===== src/rtl/tx_pkg.sv =====
// Shared types and default parameters for the tx_inf receive-side sink.
package tx_pkg;

  typedef enum logic [1:0] {
    RX_IDLE,
    RX_BODY,
    RX_DROP
  } rx_state_e;

  localparam int unsigned TX_DW      = 32;
  localparam int unsigned TX_DEPTH   = 16;
  localparam int unsigned TX_MAX_LEN = 64;

endpackage


===== src/rtl/tx_sync_fifo.sv =====
// Single-clock FIFO with wrap-bit pointers and a registered head output
// (the head register is refreshed every cycle, with bypass when writing into an empty slot).
module tx_sync_fifo #(
  parameter int unsigned W     = 33,
  parameter int unsigned DEPTH = 16
) (
  input  logic                       clk,
  input  logic                       rst,
  input  logic                       push,
  input  logic [W-1:0]               wdata,
  input  logic                       pop,
  output logic [W-1:0]               rdata,
  output logic                       full,
  output logic                       empty,
  output logic [$clog2(DEPTH):0]     level
);

  localparam int unsigned AW = $clog2(DEPTH);
  localparam int unsigned PW = AW + 1;

  logic [W-1:0]  mem [DEPTH];
  logic [PW-1:0] wptr, rptr, wptr_n, rptr_n;
  logic          push_ok, pop_ok;

  assign full    = (wptr[AW] != rptr[AW]) && (wptr[AW-1:0] == rptr[AW-1:0]);
  assign empty   = (wptr == rptr);
  assign push_ok = push && !full;
  assign pop_ok  = pop && !empty;

  always_comb begin
    wptr_n = wptr + PW'(push_ok);
    rptr_n = rptr + PW'(pop_ok);
  end

  always_ff @(posedge clk) begin
    if (push_ok) mem[wptr[AW-1:0]] <= wdata;
  end

  // Head register tracks the next read slot; a write landing there is forwarded directly.
  always_ff @(posedge clk or posedge rst) begin
    if (rst) begin
      wptr  <= '0;
      rptr  <= '0;
      rdata <= '0;
      level <= '0;
    end else begin
      wptr  <= wptr_n;
      rptr  <= rptr_n;
      level <= wptr_n - rptr_n;
      if (push_ok && (wptr[AW-1:0] == rptr_n[AW-1:0])) rdata <= wdata;
      else                                             rdata <= mem[rptr_n[AW-1:0]];
    end
  end

endmodule


===== src/rtl/tx_rx_sink.sv =====
// Receive endpoint of the tx_inf handshake: buffers beats into a FIFO, truncates
// packets longer than MAX_LEN and counts packets written.
module tx_rx_sink
  import tx_pkg::*;
#(
  parameter int unsigned DW      = TX_DW,
  parameter int unsigned DEPTH   = TX_DEPTH,
  parameter int unsigned MAX_LEN = TX_MAX_LEN
) (
  input  logic                       clk,
  input  logic                       rst,
  input  logic                       async_en,
  output logic                       async_rdy,
  input  logic [DW-1:0]              tx_data,
  input  logic                       tx_last,
  output logic                       out_valid,
  input  logic                       out_ready,
  output logic [DW-1:0]              out_data,
  output logic                       out_last,
  output logic                       trunc_err,
  output logic [15:0]                pkt_cnt,
  output logic [$clog2(DEPTH):0]     level
);

  localparam int unsigned LW = $clog2(DEPTH) + 1;
  localparam int unsigned BW = $clog2(MAX_LEN + 1);

  rx_state_e     state, state_n;
  logic [BW-1:0] bcnt, bcnt_n;
  logic [15:0]   pkt_n;
  logic [LW-1:0] level_n;
  logic          acc, push, pop, last_eff, trunc_c, rdy_n;
  logic          full, empty;

  assign acc       = async_en && async_rdy;
  assign push      = acc && (state != RX_DROP) && !full;
  assign pop       = out_valid && out_ready;
  assign out_valid = !empty;
  assign last_eff  = tx_last || (bcnt == BW'(MAX_LEN - 1));
  assign level_n   = level + LW'(push) - LW'(pop);

  tx_sync_fifo #(
    .W     (DW + 1),
    .DEPTH (DEPTH)
  ) u_fifo (
    .clk   (clk),
    .rst   (rst),
    .push  (push),
    .wdata ({last_eff, tx_data}),
    .pop   (pop),
    .rdata ({out_last, out_data}),
    .full  (full),
    .empty (empty),
    .level (level)
  );

  // Packet framing: a forced last beat without tx_last diverts to DROP until the real end.
  always_comb begin
    state_n = state;
    bcnt_n  = bcnt;
    pkt_n   = pkt_cnt;
    trunc_c = 1'b0;
    unique case (state)
      RX_IDLE, RX_BODY: begin
        if (acc) begin
          if (last_eff) begin
            bcnt_n = '0;
            pkt_n  = pkt_cnt + 16'd1;
            if (tx_last) begin
              state_n = RX_IDLE;
            end else begin
              state_n = RX_DROP;
              trunc_c = 1'b1;
            end
          end else begin
            bcnt_n  = bcnt + BW'(1);
            state_n = RX_BODY;
          end
        end
      end
      RX_DROP: begin
        if (acc && tx_last) state_n = RX_IDLE;
      end
      default: state_n = RX_IDLE;
    endcase
    // Ready is registered, so it is computed from next-cycle occupancy.
    rdy_n = (state_n == RX_DROP) || (level_n != LW'(DEPTH));
  end

  always_ff @(posedge clk or posedge rst) begin
    if (rst) begin
      state     <= RX_IDLE;
      bcnt      <= '0;
      pkt_cnt   <= '0;
      trunc_err <= 1'b0;
      async_rdy <= 1'b0;
    end else begin
      state     <= state_n;
      bcnt      <= bcnt_n;
      pkt_cnt   <= pkt_n;
      trunc_err <= trunc_c;
      async_rdy <= rdy_n;
    end
  end

endmodule

===== config.mk =====
export PLATFORM = sky130hd
export DESIGN_NAME = tx_rx_sink
export DESIGN_NICKNAME = d
export VERILOG_FILES = /design/src/rtl/tx_pkg.sv /design/src/rtl/tx_sync_fifo.sv /design/src/rtl/tx_rx_sink.sv
export SDC_FILE = /design/constraint.sdc
export NUM_CORES = 1
export LEC_CHECK = 0
export CAP_MARGIN = 0
export CORE_MARGIN = 10
export CORE_UTILIZATION = 50
export CTS_CLUSTER_SIZE = 12
export DETAILED_ROUTE_END_ITERATION = 7
export PLACE_DENSITY = 0.8
export SYNTH_ARGS = -nofsm -noshare
export SYNTH_HDL_FRONTEND = slang
export SYNTH_HIERARCHICAL = 1
export SYNTH_SLANG_ARGS = --single-unit

===== constraint.sdc =====
create_clock -name clk -period 7.1 [get_ports clk]
set_input_delay 1.065 -clock clk [delete_from_list [all_inputs] [get_ports clk]]
set_output_delay 1.065 -clock clk [all_outputs]
set_load 0.005 [all_outputs]

# Word-level counts from Yosys, hierarchy flattened
# Memories as Yosys holds them, arrays and structs flattened. A register that Yosys moved wholly into a read port is not among the register bits.
# Cells that the tools add are included.
op_classes:
  add_sub_neg: 7
  eq_ne: 9
  muxes: 12
  reduce_logical: 16
ops:
  columns: ["operator", "count"]
  rows:
  - ["$add A16 B1 Y16 const B", 1]
  - ["$add A5 B1 Y5", 3]
  - ["$logic_and A1 B1 Y1", 8]
  - ["$mux W2", 4]
  - ["$add A7 B1 Y7 const B", 1]
  - ["$eq A7 B6 Y1 const B", 1]
  - ["$mux W7", 1]
  - ["$mux W1", 6]
  - ["$eq A5 B5 Y1", 1]
  - ["$ne A5 B5 Y1 const B", 1]
  - ["$sub A5 B1 Y5", 1]
  - ["$sub A5 B5 Y5", 1]
  - ["$eq A2 B2 Y1 const B", 2]
  - ["$eq A4 B4 Y1", 1]
  - ["$pmux W2 S2", 1]
  - ["$reduce_and A3 Y1", 1]
  - ["$eq A2 B1 Y1 const B", 1]
  - ["$logic_not A1 Y1", 2]
  - ["$logic_not A2 Y1", 1]
  - ["$logic_or A1 B1 Y1", 2]
  - ["$ne A2 B2 Y1 const B", 1]
  - ["$reduce_and A2 Y1", 1]
  - ["$reduce_or A2 Y1", 1]
  - ["$ne A1 B1 Y1", 1]
word_totals:
  register_bits: 42
  ramBits: 528
  inputBits: 37
  out_inout_bits: 57
  word_cells: 53
  mem_count: 1
mem_list:
  columns: ["memory", "words", "width", "rd", "rd_clocked_by_memory_dff", "wr", "line_no", "text"]
  rows:
  - ["u_fifo.mem", 16, 33, 1, 1, 1, "tx_sync_fifo.sv:21", "logic [W-1:0] mem [DEPTH];"]

# Logic depth before layout (Yosys ltp)
depth:
  depth_word: 8
  mapped_depth: 18
  ltp_nobuf: 16

# Modules after synthesis
# Netlist, hierarchy kept.
modules_own_cells:
  columns: ["module", "n_inst", "cells_each", "area_each_um2", "seq_area_each_um2"]
  rows:
  - ["tx_sync_fifo", 1, 1071, 22247.6, 17056.4]
  - ["tx_rx_sink", 1, 144, 1486.4, 675.6]

# Worst setup path before layout
# OpenSTA, ideal clock, no wires.
synth_timing:
  path_kind: "in2reg"
  startpoint: "input async_en"
  endpoint: "memory u_fifo.mem[7][0] (enable)"
  setup_time_ns: 0.518
  arrival_ns: 5.493
  required_time_ns: 6.582
  path_slack_ns: 1.089
  stages: 6
  n_path_buf: 1
  path_cell_list: "nand2_1 or3_1 inv_1 a21bo_2 clkbuf_1 nor4b_1"
synth_via:
  elab_chain_len: 6
synth_lines:
  columns: ["element", "line_no", "text"]
  rows:
  - ["from (decl)", "tx_rx_sink.sv:12", "input logic async_en,"]
  - ["$logic_and A1 B1 Y1", "tx_rx_sink.sv:35", "assign acc = async_en && async_rdy;"]
  - ["$logic_and A1 B1 Y1 (2 in a row)", "tx_rx_sink.sv:36", "assign push = acc && (state != RX_DROP) && !full;"]
  - ["net push", "tx_rx_sink.sv:32", "logic acc, push, pop, last_eff, trunc_c, rdy_n;"]
  - ["$logic_and A1 B1 Y1", "tx_sync_fifo.sv:27", "assign push_ok = push && !full;"]
  - ["$mux W1", "tx_sync_fifo.sv:36", "if (push_ok) mem[wptr[AW-1:0]] <= wdata;"]
  - ["$mux W1 (not written as such)", "tx_sync_fifo.sv:36", null]
  - ["to (decl)", "tx_sync_fifo.sv:21", null]
# The timed path passes the listed nets, and every way through them passes these cells.

# Final worst setup path
layout_timing:
  startpoint: "register u_fifo.wptr[3]"
  endpoint: "register u_fifo.level[4]"
layout_via:
  word_cells_on_any_way: 12
layout_lines:
  columns: ["element", "line_no", "text"]
  rows:
  - ["from (decl)", "tx_sync_fifo.sv:22", "logic [PW-1:0] wptr, rptr, wptr_n, rptr_n;"]
  - ["from (signal assigned)", "tx_sync_fifo.sv:47", "wptr <= wptr_n;"]
  - ["$eq A5 B5 Y1", "tx_sync_fifo.sv:26", "assign empty = (wptr == rptr);"]
  - ["net empty", "tx_rx_sink.sv:33", "logic full, empty;"]
  - ["$logic_not A1 Y1", "tx_rx_sink.sv:38", "assign out_valid = !empty;"]
  - ["$logic_and A1 B1 Y1", "tx_rx_sink.sv:37", "assign pop = out_valid && out_ready;"]
  - ["net pop", "tx_rx_sink.sv:32", null]
  - ["$logic_and A1 B1 Y1", "tx_sync_fifo.sv:28", "assign pop_ok = pop && !empty;"]
  - ["$add A5 B1 Y5", "tx_sync_fifo.sv:32", "rptr_n = rptr + PW'(pop_ok);"]
  - ["net u_fifo.rptr_n[1]", "tx_sync_fifo.sv:22", null]
  - ["$sub A5 B5 Y5", "tx_sync_fifo.sv:49", "level <= wptr_n - rptr_n;"]
  - ["to (signal assigned)", "tx_sync_fifo.sv:49", null]
  - ["to (decl)", "tx_sync_fifo.sv:15", "output logic [$clog2(DEPTH):0] level"]
# The timed path passes the listed nets, and every way through them passes these cells.
# A chain may end at the register's enable or synchronous reset.

==> flow_summary.json <==
{
  "clock_sinks": 603,
  "yosysSeqAreaShare": 0.747,
  "post-dp-hpwl_mm": 28.1,
  "fin_ws_ns": 1.97,
  "dieWidth_um": 238,
  "grt_remaining_overflow": 0,
  "path_buf_inv": 1,
  "maxCapViolations": 0,
  "grt_pass1_wl_mm": 80.4,
  "synth_seq_cells": 603,
  "worstPathCellList": "xor2_1, nor4_1, nor2b_1, nor2b_1, nor2b_1, ha_4, ha_4, buf_4, xnor2_1, ha_1, a21o_1, maj3_1, a21oi_1, xor3_1",
  "syn_nets": 1267,
  "critPathMaxStageDelay_ns": 0.82,
  "wl_per_cell_um": 26.1,
  "final_layout_size_suffix_gt1_frac": 0.219,
  "tns_ns": 0,
  "final.min_clock_period_ns": 5.13,
  "final.period_utilization": 0.723,
  "synth_edf_count": 528,
  "ios": 94,
  "pwr-share-comb": 0.411,
  "relSlewSlack": 0.0827,
  "cp_slowest_cell": "ha_4",
  "route.detailed.drc": 0,
  "worstSetupEndpointType": "flip-flop",
  "fin_skew_ns": 0.0189,
  "ys_types": 52,
  "row_count": 79,
  "leakage_uw": 0.00937,
  "grt_max_degree": 111,
  "netlist.area_leader.share": 0.668,
  "hold_path_depth": 1,
  "crit_fanout": 57,
  "status": "complete, no violations",
  "cts_tree": "built",
  "worstMarginPinSlew_ns": 1.37,
  "drtPass1Iterations": 5,
  "ant_nets": 0,
  "worst_path_most_repeated_cell": "nor2b_1",
  "path_class": "reg -> reg",
  "port_buffers": 93,
  "p_sw_frac": 0.321,
  "async_flop_share": 0.124,
  "arrival_ns": 5.62,
  "cts_resized": 0,
  "place_congestion": 0.744,
  "cp-start-kind": "flip-flop",
  "seq_area_um2": 17700,
  "first_global_vias": 12900,
  "clk_pin_slew_ns": 0.06,
  "syn_area_um2": 23700,
  "multiInputGateArea_um2": 5790,
  "share_seq_of_total_power": 0.354,
  "final_max_slew_viol_count": 0,
  "cts_made_buffers": 60,
  "die-area_um2": 56600,
  "antenna_found_initial": 5,
  "cp_top_family": "adder cells",
  "layout_common_cells": "edfxtp_1, nand2_1, mux4_2",
  "cts-root-buf": "clkbuf_16",
  "finalPower_uw": 13100,
  "routed_wl_mm": 52.2,
  "clk_path_buf_depth": 3,
  "synth_largest_area_cell": "edfxtp_1",
  "setup-violations-final": 0,
  "worstSetupPathDepth": 14,
  "viasPerCell": 6.05,
  "vias": 12100,
  "ys.warnings.count": 6,
  "p_switching_uw": 4190,
  "core_um2": 46800,
  "layout_commonest_cell": "edfxtp_1",
  "syn_avg_cell_area_um2": 19.5,
  "initial_core_util": 0.508,
  "internal-power_uw": 8870,
  "power.density_nw_per_um2": 476,
  "place_ws_ns": 1.98,
  "post_cts_buffers": 0,
  "p_clk_frac": 0.234,
  "die_y_um": 238,
  "vdd_drop_max_uv": 337,
  "finalNetCount": 1395,
  "finalHoldViolations": 0,
  "drt_iter0_drc": 1216,
  "htree_levels": 2,
  "reg2regPathDepth": 14,
  "area_delta_synth_final_pct": 15.6,
  "grt_use_total": 0.188,
  "netlist_instances": 1215,
  "yosys_most_used_dff": "edfxtp_1",
  "hold_class": "reg -> reg",
  "fmax_mhz": 195,
  "n_fill_cell": 3201,
  "cp_data_required_time_ns": 7.59,
  "postCtsHoldBufs": 0,
  "rsz0062_at_grt": "no",
  "ys_top_cells_by_area": "edfxtp_1, mux4_2, dfrtp_1",
  "finalHoldWorstSlack_ns": 0.466,
  "worstSkewPairLatency_ns": 0.62
}
==> per-stage QoR <==
stage,util,area (µm²),std cells
final,0.587,27400,2000
after global routing,0.587,27400,2000
after CTS,0.587,27400,1999
after detailed placement,0.547,25600,1888
after global placement,0.547,25600,1888
after floorplan,-,23700,1215
==> cells in the mapped netlist, types with 3 or more instances <==
master and instances:
edfxtp_1 528, nand2_1 147, mux4_2 132, dfrtp_1 75, and3_1 39, a31oi_1 34, clkbuf_1 33, mux2_4 30
xnor2_1 28, buf_2 17, inv_1 15, ha_1 14, nand3_1 14, nor2_1 13, xor2_1 11, nor3_1 7
nand4_1 6, nor4_1 6, buf_1 5, o21ai_0 5, a21o_1 4, buf_6 4, nor2b_1 4, nor4b_1 4
a21oi_1 3, maj3_1 3, mux2_2 3, nand2b_1 3
==> kinds of logic (layout without fill, tap and decap cells) <==
family,after synthesis,count (layout),synth area share
DFF,603,603,0.747
other,0,1,0
muxes,166,166,0.146
buffers and inverters,78,255,0.0149
and+or+nand+nor,258,258,0.0522
adders and majority gates,18,18,0.00949
AOI/OAI and AO/OA,51,51,0.0141
xor gates and xnor gates,41,41,0.0161
==> state kept, by name (all words and copies together), names as in the netlist, 2 cells and up <==
name          count
u_fifo/rptr       5
state             2
u_fifo/rdata     33
pkt_cnt          16
bcnt              7
u_fifo/mem      528
u_fifo/wptr       5
u_fifo/level      5
==> metal layers <==
layer / global-route usage / wire length [µm]
met1: 0.241 / 19700
met2: 0.309 / 25800
met3: 0.0414 / 4850
met4: 0.0722 / 1750
met5: 0 / 52
==> path summary, 6_finish.rpt <==
| kind | from | endpoint | slack, ns |
|---|---|---|---|
| setup / recovery | u_fifo/wptr[3] | u_fifo/level[4] | 1.97 |
| hold / removal | pkt_cnt[15] | pkt_cnt[15] | 0.47 |
| setup reg to reg | u_fifo/wptr[3] | u_fifo/level[4] | 1.97 |
| hold reg to reg | pkt_cnt[15] | pkt_cnt[15] | 0.47 |
| max in group asynchronous | rst | state[0] | 5.44 |
| min in group asynchronous | rst | u_fifo/rptr[0] | 1.03 |
==> final cells by class <==
type	count	share of cell area
Multi-Input combinational cell	534	0.211
Clock buffer	104	0.0648
Timing Repair Buffer	128	0.0440
Antenna cell	1	0.0000912
Inverter	16	0.00223
Tap cell	607	0.0277
Sequential cell	603	0.646
Clock inverter	7	0.00397
==> power by group through the flow <==
stage	combinational, µW	sequential [µW]	clock, µW
after global routing	5800	4670	3250
final	5370	4630	3060
after CTS	5430	4630	3110
after detailed placement	5370	4690	0
after floorplan	3910	4630	0
after global placement	5250	4670	0
(Power assumes the default switching activity.)
